File: src/rtl/dfd_dst_pkg.sv
// Shared types for the debug-bus trace capture block: FSM state encoding,
// the FIFO entry layout and the timestamp-delta width.
package dfd_dst_pkg;

    localparam int DST_DELTA_W = 16;
    localparam int DST_BUS_W   = 64;

    typedef enum logic [1:0] {
        ST_IDLE    = 2'd0,
        ST_ARMED   = 2'd1,
        ST_CAPTURE = 2'd2,
        ST_STOPPED = 2'd3
    } dst_state_e;

    // The data field is sized for the default bus width; other widths are
    // zero-extended or truncated at the entry boundary.
    typedef struct packed {
        logic                   ovf;
        logic [DST_DELTA_W-1:0] tdelta;
        logic [DST_BUS_W-1:0]   data;
    } dst_entry_t;

endpackage

File: src/rtl/dfd_trace_sync_fifo.sv
// Single-clock show-ahead FIFO with exact occupancy; head word reads as zero
// when empty so the drain outputs are clean after reset.
module dfd_trace_sync_fifo #(
    parameter int WIDTH = 8,
    parameter int DEPTH = 8,
    localparam int AW   = $clog2(DEPTH)
) (
    input  logic             clk,
    input  logic             reset,
    input  logic             push,
    input  logic [WIDTH-1:0] wr_data,
    input  logic             pop,
    output logic [WIDTH-1:0] rd_data,
    output logic             full,
    output logic             empty,
    output logic [AW:0]      level
);

    logic [WIDTH-1:0] mem [DEPTH];
    logic [AW-1:0]    wr_ptr;
    logic [AW-1:0]    rd_ptr;

    always_ff @(posedge clk) begin
        if (push) mem[wr_ptr] <= wr_data;
    end

    always_ff @(posedge clk or posedge reset) begin
        if (reset) begin
            wr_ptr <= '0;
            rd_ptr <= '0;
            level  <= '0;
        end else begin
            if (push) wr_ptr <= wr_ptr + AW'(1);
            if (pop)  rd_ptr <= rd_ptr + AW'(1);
            case ({push, pop})
                2'b10:   level <= level + (AW+1)'(1);
                2'b01:   level <= level - (AW+1)'(1);
                default: level <= level;
            endcase
        end
    end

    assign full    = (level == (AW+1)'(DEPTH));
    assign empty   = (level == '0);
    assign rd_data = empty ? '0 : mem[rd_ptr];

endmodule

File: src/rtl/dfd_dbus_trace_capture.sv
// Debug-bus trace capture: arms, starts on a trigger, then logs change events
// with cycle deltas into a FIFO. Define DFD_DBUS_CAPTURE_MASK_EN to honour cfg_mask.
//
// state      | meaning
// -----------+---------------------------------------------------------
// ST_IDLE    | disabled; FIFO still drains
// ST_ARMED   | enabled, waiting for start_trig
// ST_CAPTURE | logging start event and masked bus changes
// ST_STOPPED | capture ended by stop_trig; waits for cfg_enable=0
module dfd_dbus_trace_capture
    import dfd_dst_pkg::*;
#(
    parameter int DEBUG_BUS_WIDTH = 64,
    parameter int FIFO_DEPTH      = 8
) (
    input  logic                         clk,
    input  logic                         reset,
    input  logic [DEBUG_BUS_WIDTH-1:0]   debug_bus,
    input  logic                         cfg_enable,
    input  logic [DEBUG_BUS_WIDTH-1:0]   cfg_mask,
    input  logic                         start_trig,
    input  logic                         stop_trig,
    output logic                         out_valid,
    input  logic                         out_ready,
    output logic [DEBUG_BUS_WIDTH-1:0]   out_data,
    output logic [15:0]                  out_tdelta,
    output logic                         out_ovf,
    output logic [1:0]                   state,
    output logic [7:0]                   drop_cnt,
    output logic [$clog2(FIFO_DEPTH):0]  fifo_level
);

    dst_state_e                 state_q, state_d;
    logic [DEBUG_BUS_WIDTH-1:0] last_val;
    logic [DEBUG_BUS_WIDTH-1:0] mask;
    logic [DST_DELTA_W-1:0]     delta_q;
    logic                       pending_ovf;
    logic [7:0]                 drop_q;
    logic                       arm, start_evt, chg_evt, cap_evt;
    logic                       push, pop, drop, full, empty;
    dst_entry_t                 wr_entry, rd_entry;

`ifdef DFD_DBUS_CAPTURE_MASK_EN
    assign mask = cfg_mask;
`else
    logic unused_cfg_mask;
    assign unused_cfg_mask = ^cfg_mask;
    assign mask            = '1;
`endif

    always_comb begin
        state_d = state_q;
        if (!cfg_enable) begin
            state_d = ST_IDLE;
        end else begin
            case (state_q)
                ST_IDLE:    state_d = ST_ARMED;
                ST_ARMED:   if (start_trig) state_d = ST_CAPTURE;
                ST_CAPTURE: if (stop_trig)  state_d = ST_STOPPED;
                default:    state_d = state_q;
            endcase
        end
    end

    assign arm       = (state_q == ST_IDLE) && cfg_enable;
    assign start_evt = (state_q == ST_ARMED) && cfg_enable && start_trig;
    assign chg_evt   = (state_q == ST_CAPTURE) && cfg_enable
                       && (|((debug_bus ^ last_val) & mask));
    assign cap_evt   = start_evt | chg_evt;
    assign pop       = out_valid & out_ready;
    // A full FIFO still accepts when the head leaves in the same cycle.
    assign push      = cap_evt && (!full || pop);
    assign drop      = cap_evt && !push;

    assign wr_entry = '{ovf:    pending_ovf,
                        tdelta: start_evt ? '0 : delta_q,
                        data:   DST_BUS_W'(debug_bus)};

    always_ff @(posedge clk or posedge reset) begin
        if (reset) begin
            state_q     <= ST_IDLE;
            last_val    <= '0;
            delta_q     <= '0;
            pending_ovf <= 1'b0;
            drop_q      <= '0;
        end else begin
            state_q <= state_d;
            if (arm) begin
                last_val    <= '0;
                pending_ovf <= 1'b0;
                drop_q      <= '0;
            end else begin
                if (cap_evt) last_val <= debug_bus;
                if (drop) begin
                    pending_ovf <= 1'b1;
                    if (drop_q != 8'hFF) drop_q <= drop_q + 8'd1;
                end else if (push) begin
                    pending_ovf <= 1'b0;
                end
            end
            if (cap_evt)
                delta_q <= DST_DELTA_W'(1);
            else if (state_q == ST_CAPTURE && delta_q != '1)
                delta_q <= delta_q + DST_DELTA_W'(1);
        end
    end

    dfd_trace_sync_fifo #(
        .WIDTH ($bits(dst_entry_t)),
        .DEPTH (FIFO_DEPTH)
    ) u_fifo (
        .clk     (clk),
        .reset   (reset),
        .push    (push),
        .wr_data (wr_entry),
        .pop     (pop),
        .rd_data (rd_entry),
        .full    (full),
        .empty   (empty),
        .level   (fifo_level)
    );

    assign out_valid  = !empty;
    assign out_data   = DEBUG_BUS_WIDTH'(rd_entry.data);
    assign out_tdelta = rd_entry.tdelta;
    assign out_ovf    = rd_entry.ovf;
    assign state      = state_q;
    assign drop_cnt   = drop_q;

endmodule

File: config.mk
export PLATFORM = sky130hd
export DESIGN_NAME = dfd_dbus_trace_capture
export DESIGN_NICKNAME = d
export VERILOG_FILES = /design/src/rtl/dfd_dst_pkg.sv /design/src/rtl/dfd_trace_sync_fifo.sv /design/src/rtl/dfd_dbus_trace_capture.sv
export SDC_FILE = /design/constraint.sdc
export NUM_CORES = 1
export LEC_CHECK = 0
export ABC_AREA = 1
export BUFFER_PORTS_ARGS = -buffer_cell sky130_fd_sc_hd__buf_2
export CORE_MARGIN = 2
export CORE_UTILIZATION = 40
export DETAILED_ROUTE_END_ITERATION = 16
export PLACE_DENSITY = 0.55
export SLEW_MARGIN = 20
export SYNTH_ARGS = -nofsm -noshare
export SYNTH_HDL_FRONTEND = slang
export SYNTH_SLANG_ARGS = --single-unit
export TNS_END_PERCENT = 20
File: constraint.sdc
create_clock -name clk -period 6.38 [get_ports clk]
set_input_delay 1.595 -clock clk [delete_from_list [all_inputs] [get_ports clk]]
set_output_delay 1.595 -clock clk [all_outputs]
set_load 0.01 [all_outputs]
Word-level counts from Yosys, hierarchy flattened
Memory sizes are Yosys's and may differ from the RTL's. Cells that the tools add are included.

Bits in registers: 101. Latch bits: 0. RAM bits: 648. Bits in read-only memories: 0. Input port bits: 134. Logic and storage cells: 70. Memories kept: 1.

Add/subtract/negate cells: 6. Multiply operators: 0. Div/mod/pow operators: 0. Magnitude comparators: 0. Equal/unequal tests: 10. Shift-type cells: 0. Multiplexer cells: 19. Bitwise gates (word level): 3. Reduce and logical (&&, ||, !) cells: 23.

Memory list: u_fifo.mem (words 8, width 81, rd ports 1, clocked after memory_dff 0, write ports 1, line dfd_trace_sync_fifo.sv:19) `logic [WIDTH-1:0] mem [DEPTH];`.

Operators by type and width (number): $mux 64 (2); $mux 81 (1); $reduce_or 64->1 (1); $xor 64x64->64 (1); $mux 16 (3); $mux 8 (3); $add 16x1->16 const B (1); $ne 16x16->1 const B (1); $reduce_bool 2->1 (5); $add 8x1->8 const B (1); $logic_and 1x1->1 (8); $ne 8x8->1 const B (1); $pmux 4 s2 (1); $add 3x1->3 const B (2); $mux 2 (3); $ne 3x3->1 const B (2); $pmux 2 s3 (1); $mux 1 (5); $add 4x1->4 const B (1); $eq 2x1->1 const B (2); $eq 2x2->1 const B (2); $eq 4x4->1 const B (1); $logic_not 4->1 (1); $ne 4x1->1 const B (1); 9 further kinds (11).

Depth between registers and ports, before layout
Word-level depth: 9. Gate-level depth with buffers: 22. Depth with buffers taken out: 22.

Modules after synthesis
A second synthesis with hierarchy kept.

Cell total of the unflattened synthesis: 2831. Area total of the unflattened synthesis: 31388.9 um^2.

By module, submodules not included: dfd_trace_sync_fifo (times used 1, cells each 1995, area each 25913.6 um^2); dfd_dbus_trace_capture (times used 1, cells each 836, area each 5475.3 um^2).

Worst setup path before layout
OpenSTA, ideal clock, no wires.

Path kind: input to register. Start point: input debug_bus[27]. End point: memory u_fifo.mem[0][0] (netlist name), enable pin. Arrival time: 5.974 ns. Required time: 5.859 ns. Setup slack: -0.115 ns. Stages on the path: 12. Path buffers: 0. Cells stage by stage: xor2_1 -> nor2_1 -> nand2_1 -> nor2_1 -> nand2_1 -> nor2_1 -> nand2_1 -> nand2_2 -> nand2_4 -> nand2_1 -> or2_2 -> nor2_1.

Cells in the longest elaborated chain, start to end: 7.

Ends and longest elaborated chain: from (decl) (line dfd_dbus_trace_capture.sv:18) `input logic [DEBUG_BUS_WIDTH-1:0] debug_bus,`; $xor 64x64->64 (line dfd_dbus_trace_capture.sv:68) `&& (|((debug_bus ^ last_val) & mask));`; $reduce_or 64->1 (line dfd_dbus_trace_capture.sv:68); $logic_and 1x1->1 (line dfd_dbus_trace_capture.sv:68); $or 1x1->1 (line dfd_dbus_trace_capture.sv:69) `assign cap_evt = start_evt | chg_evt;`; $logic_and 1x1->1 (line dfd_dbus_trace_capture.sv:72) `assign push = cap_evt && (!full || pop);`; $mux 1 (line dfd_trace_sync_fifo.sv:24) `if (push) mem[wr_ptr] <= wr_data;`; $mux 1 (implied by the code) (line dfd_trace_sync_fifo.sv:24); to (decl) (line dfd_trace_sync_fifo.sv:19).

Every way passes these cells.

Worst setup path after layout
Start point: register u_fifo.rd_ptr[0]. End point: output out_tdelta[4].

Cells in the longest elaborated chain, start to end: 2.

Ends and longest elaborated chain: from (decl) (line dfd_trace_sync_fifo.sv:21) `logic [AW-1:0] rd_ptr;`; from (signal assigned) (line dfd_trace_sync_fifo.sv:34) `if (pop) rd_ptr <= rd_ptr + AW'(1);`; $mem_v2 8x81; $mux 81 (line dfd_trace_sync_fifo.sv:45) `assign rd_data = empty ? '0 : mem[rd_ptr];`; to (decl) (line dfd_dbus_trace_capture.sv:26) `output logic [15:0] out_tdelta,`.

Every way passes these cells.

==> reports/metrics.cfg <==
[power_and_ir_drop]
power.density_nw_per_um2 = 457
pwr-share-seq_pct = 38.1
p_comb_share_pct = 34.2
switching_power_mw = 5.99
p_int_mw = 10.2
switching_share_pct = 36.9
peakVddDrop_v = 0.000240
power.leakage_nw = 12.9
p_clk_share_pct = 27.7

[global_route]
grt_first_pass_wirelength_um = 120000
grt_max_degree = 173
global_route.overflow_total = 0
track_usage_pct = 19.7
grt_pass1_vias = 20500
antenna_found_initial = 8

[routing]
drtAntennaViolNets = 0
first_iter_violations = 1643
post_drt_wl_per_cell_um = 20.0
wl_met3_um = 4010
drt_wl_total_um = 78800
wl_met1_um = 34700
num_vias = 20700
wl_met2_um = 38800
top_layer_used = met5
drc = 0
vias_per_cell = 5.26
first_pass_iters = 5

[finish]
final_nets = 2981
fin_cells = 3944
post_route_cells_drive_above_1_share_pct = 13.7
num-fill-cells = 6995
final_cell_area_um2 = 35500
area_growth_pct = 14.6

[status]
outcome = completed

[yosys]
synth-async-reset-ratio_pct = 13.5
synth_top_area_share_pct = 62.8
synth-edff-count = 648
synth_area_leaders = edfxtp_1 63%, dfrtp_1 8.2%, nor2_1 6.8%, o21ai_0 6.8%, nand2_1 3.3%
synth_cells = 2704
yosysWarnings = 0
synth.most_common_cell = edfxtp_1
synth_area_per_cell_um2 = 11.5
ys_seq_area_share_pct = 70.9
synth.distinct_cells = 35
yosys.area.top_type = edfxtp_1
synth_area_um2 = 31000
yosys-top-cells-count = 648 x edfxtp_1, 562 x nor2_1, 420 x o21ai_0
synth_seq_cells = 749
synth_nets = 2848
synth-main-ff-cell = edfxtp_1

[setup_path]
start_kind = flop
worstPathRequired_ns = 4.79
path_class = reg2out
crit_path_end_kind = output port
cp.arrival_ns = 3.66
worstPathMaxFanout = 162
r2r_setup_slack_ns = 3.04

[sta]
rsz0062_at_grt = no
finalHoldViolCount = 0
min_period_ns = 5.25
drv_slew = 0
max_freq_ghz = 0.190
slew_headroom_pct = 25.9
setup_viol = 0
fin_skew_ns = 0.0278
worst_slew_pin_slew_ns = 1.11
layout_worst_path_cycle_share_pct = 82.3
fin_ws_ns = 1.13

[cts]
cts-root-buf = clkbuf_16
path_clk_slew_ns = 0.06
cts_hold_buf = 0
ctsResizeCount = 0
cts_setup_buffers = 0
cts_tree = built
clock_path_buffers = 3
cts_inserted_buffers = 79
h-tree-depth = 3
clock-sinks = 749
clock_latency_ns = 0.62

[floorplan]
io_pins = 230
die_x_um = 282
core_area_um2 = 77100
die-area_um2 = 79700
fp-row-count = 102
start_util_pct = 40.2
chipHeight_um = 282

[placed_design]
dp_slack_ns = 1.59
dpl.cell_count = 3796
dpl_cell_area_um2 = 33000
io_buffers = 165
dp_hpwl_um = 41800
gp_congestion = 0.800

[job]
maxCapViolations = 0

[hold_path]
hold_class = reg2reg

per-stage QoR:
step	power [mW]	utilization, %	hold slack [ns]	setup TNS [ns]
2_1_floorplan	9.80	-	0.455	-38.18
3_3_place_gp	11.7	42.8	0.480	0
3_5_place_dp	11.9	42.8	0.498	0
4_1_cts	16.4	46.1	0.507	0
5_1_grt	17.2	46.1	0.554	0
6_report	16.2	46.1	0.509	0
kinds of logic (layout without fill, tap and decap cells):
family,after synthesis,in the layout,share of synthesized area (%)
and+or+nand+nor,946,946,12.1
xor gates and xnor gates,20,20,0.565
AOI/OAI and AO/OA,654,654,11.8
buffers and inverters,325,524,4.17
other,0,1,0
adders and majority gates,10,10,0.428
DFF,749,749,70.9
sequential cells by signal (all words and copies together), names as in the netlist:
register,cells
last_val,64
u_fifo.rd_ptr,3
u_fifo.wr_ptr,3
pending_ovf,1
u_fifo.level,4
u_fifo.mem,648
state,2
delta_q,16
drop_cnt,8
final cells by class:
| type | count | area [µm²] | area share [%] |
|---|---|---|---|
| diodes | 1 | 2.50 | 0.00704 |
| clock buffers | 112 | 2240 | 6.29 |
| clock inverters | 35 | 315 | 0.888 |
| inverters | 172 | 666 | 1.87 |
| multi-input cells | 1630 | 7790 | 21.9 |
| flip-flops and latches | 749 | 22000 | 61.9 |
| well taps | 1040 | 1300 | 3.66 |
| repair buffers | 205 | 1230 | 3.45 |
worst paths after layout:
| path | from | end | depth (start not counted) |
|---|---|---|---|
| max | u_fifo.rd_ptr[0] | out_tdelta[4] | 7 |
| min reg2reg | delta_q[11] | delta_q[11] | 1 |
| max reg2reg | state[0] | u_fifo.mem[0][21] | 10 |
| min in group asynchronous | reset | drop_cnt[7] | 2 |
| min | delta_q[11] | delta_q[11] | 1 |
| max in group asynchronous | reset | u_fifo.rd_ptr[0] | 3 |
critical path: stages (launching register included):
cell	delay, ns
dfrtp_4	0.72
inv_8	0.58
buf_4	0.48
o21ai_0	0.15
o22ai_1	0.15
o21ai_0	0.09
a31oi_1	0.31
buf_2	0.20
power by group through the flow:
| stage | clock network [mW] | logic [mW] | registers, mW |
|---|---|---|---|
| finish | 4.50 | 5.55 | 6.18 |
| global route | 4.80 | 6.21 | 6.23 |
| CTS | 4.60 | 5.64 | 6.18 |
| detailed placement | 0 | 5.62 | 6.28 |
| global placement | 0 | 5.49 | 6.26 |
| floorplan | 0 | 3.64 | 6.16 |
layer usage:
layer	GRT usage, %	vias up
met5	0	-
met2	34.0	486
met3	3.16	104
met1	25.8	10400
met4	5.21	10
li1	-	9763
layout by cell type, fill, tap and decap left out, types with 18 or more instances in the layout:
master     Yosys  layout
a31oi_1       83      83
buf_2         11     165
buf_4          1      32
clkbuf_1     128      24
clkbuf_16      0      83
dfrtp_1      101      99
edfxtp_1     648     648
inv_1        164     163
nand2_1      272     271
nand3_1       78      78
nor2_1       562     554
o21ai_0      420     420
o21ai_2       50      50
o22ai_1       81      81
xor2_1        18      18
Power figures use the tool's default switching activity.
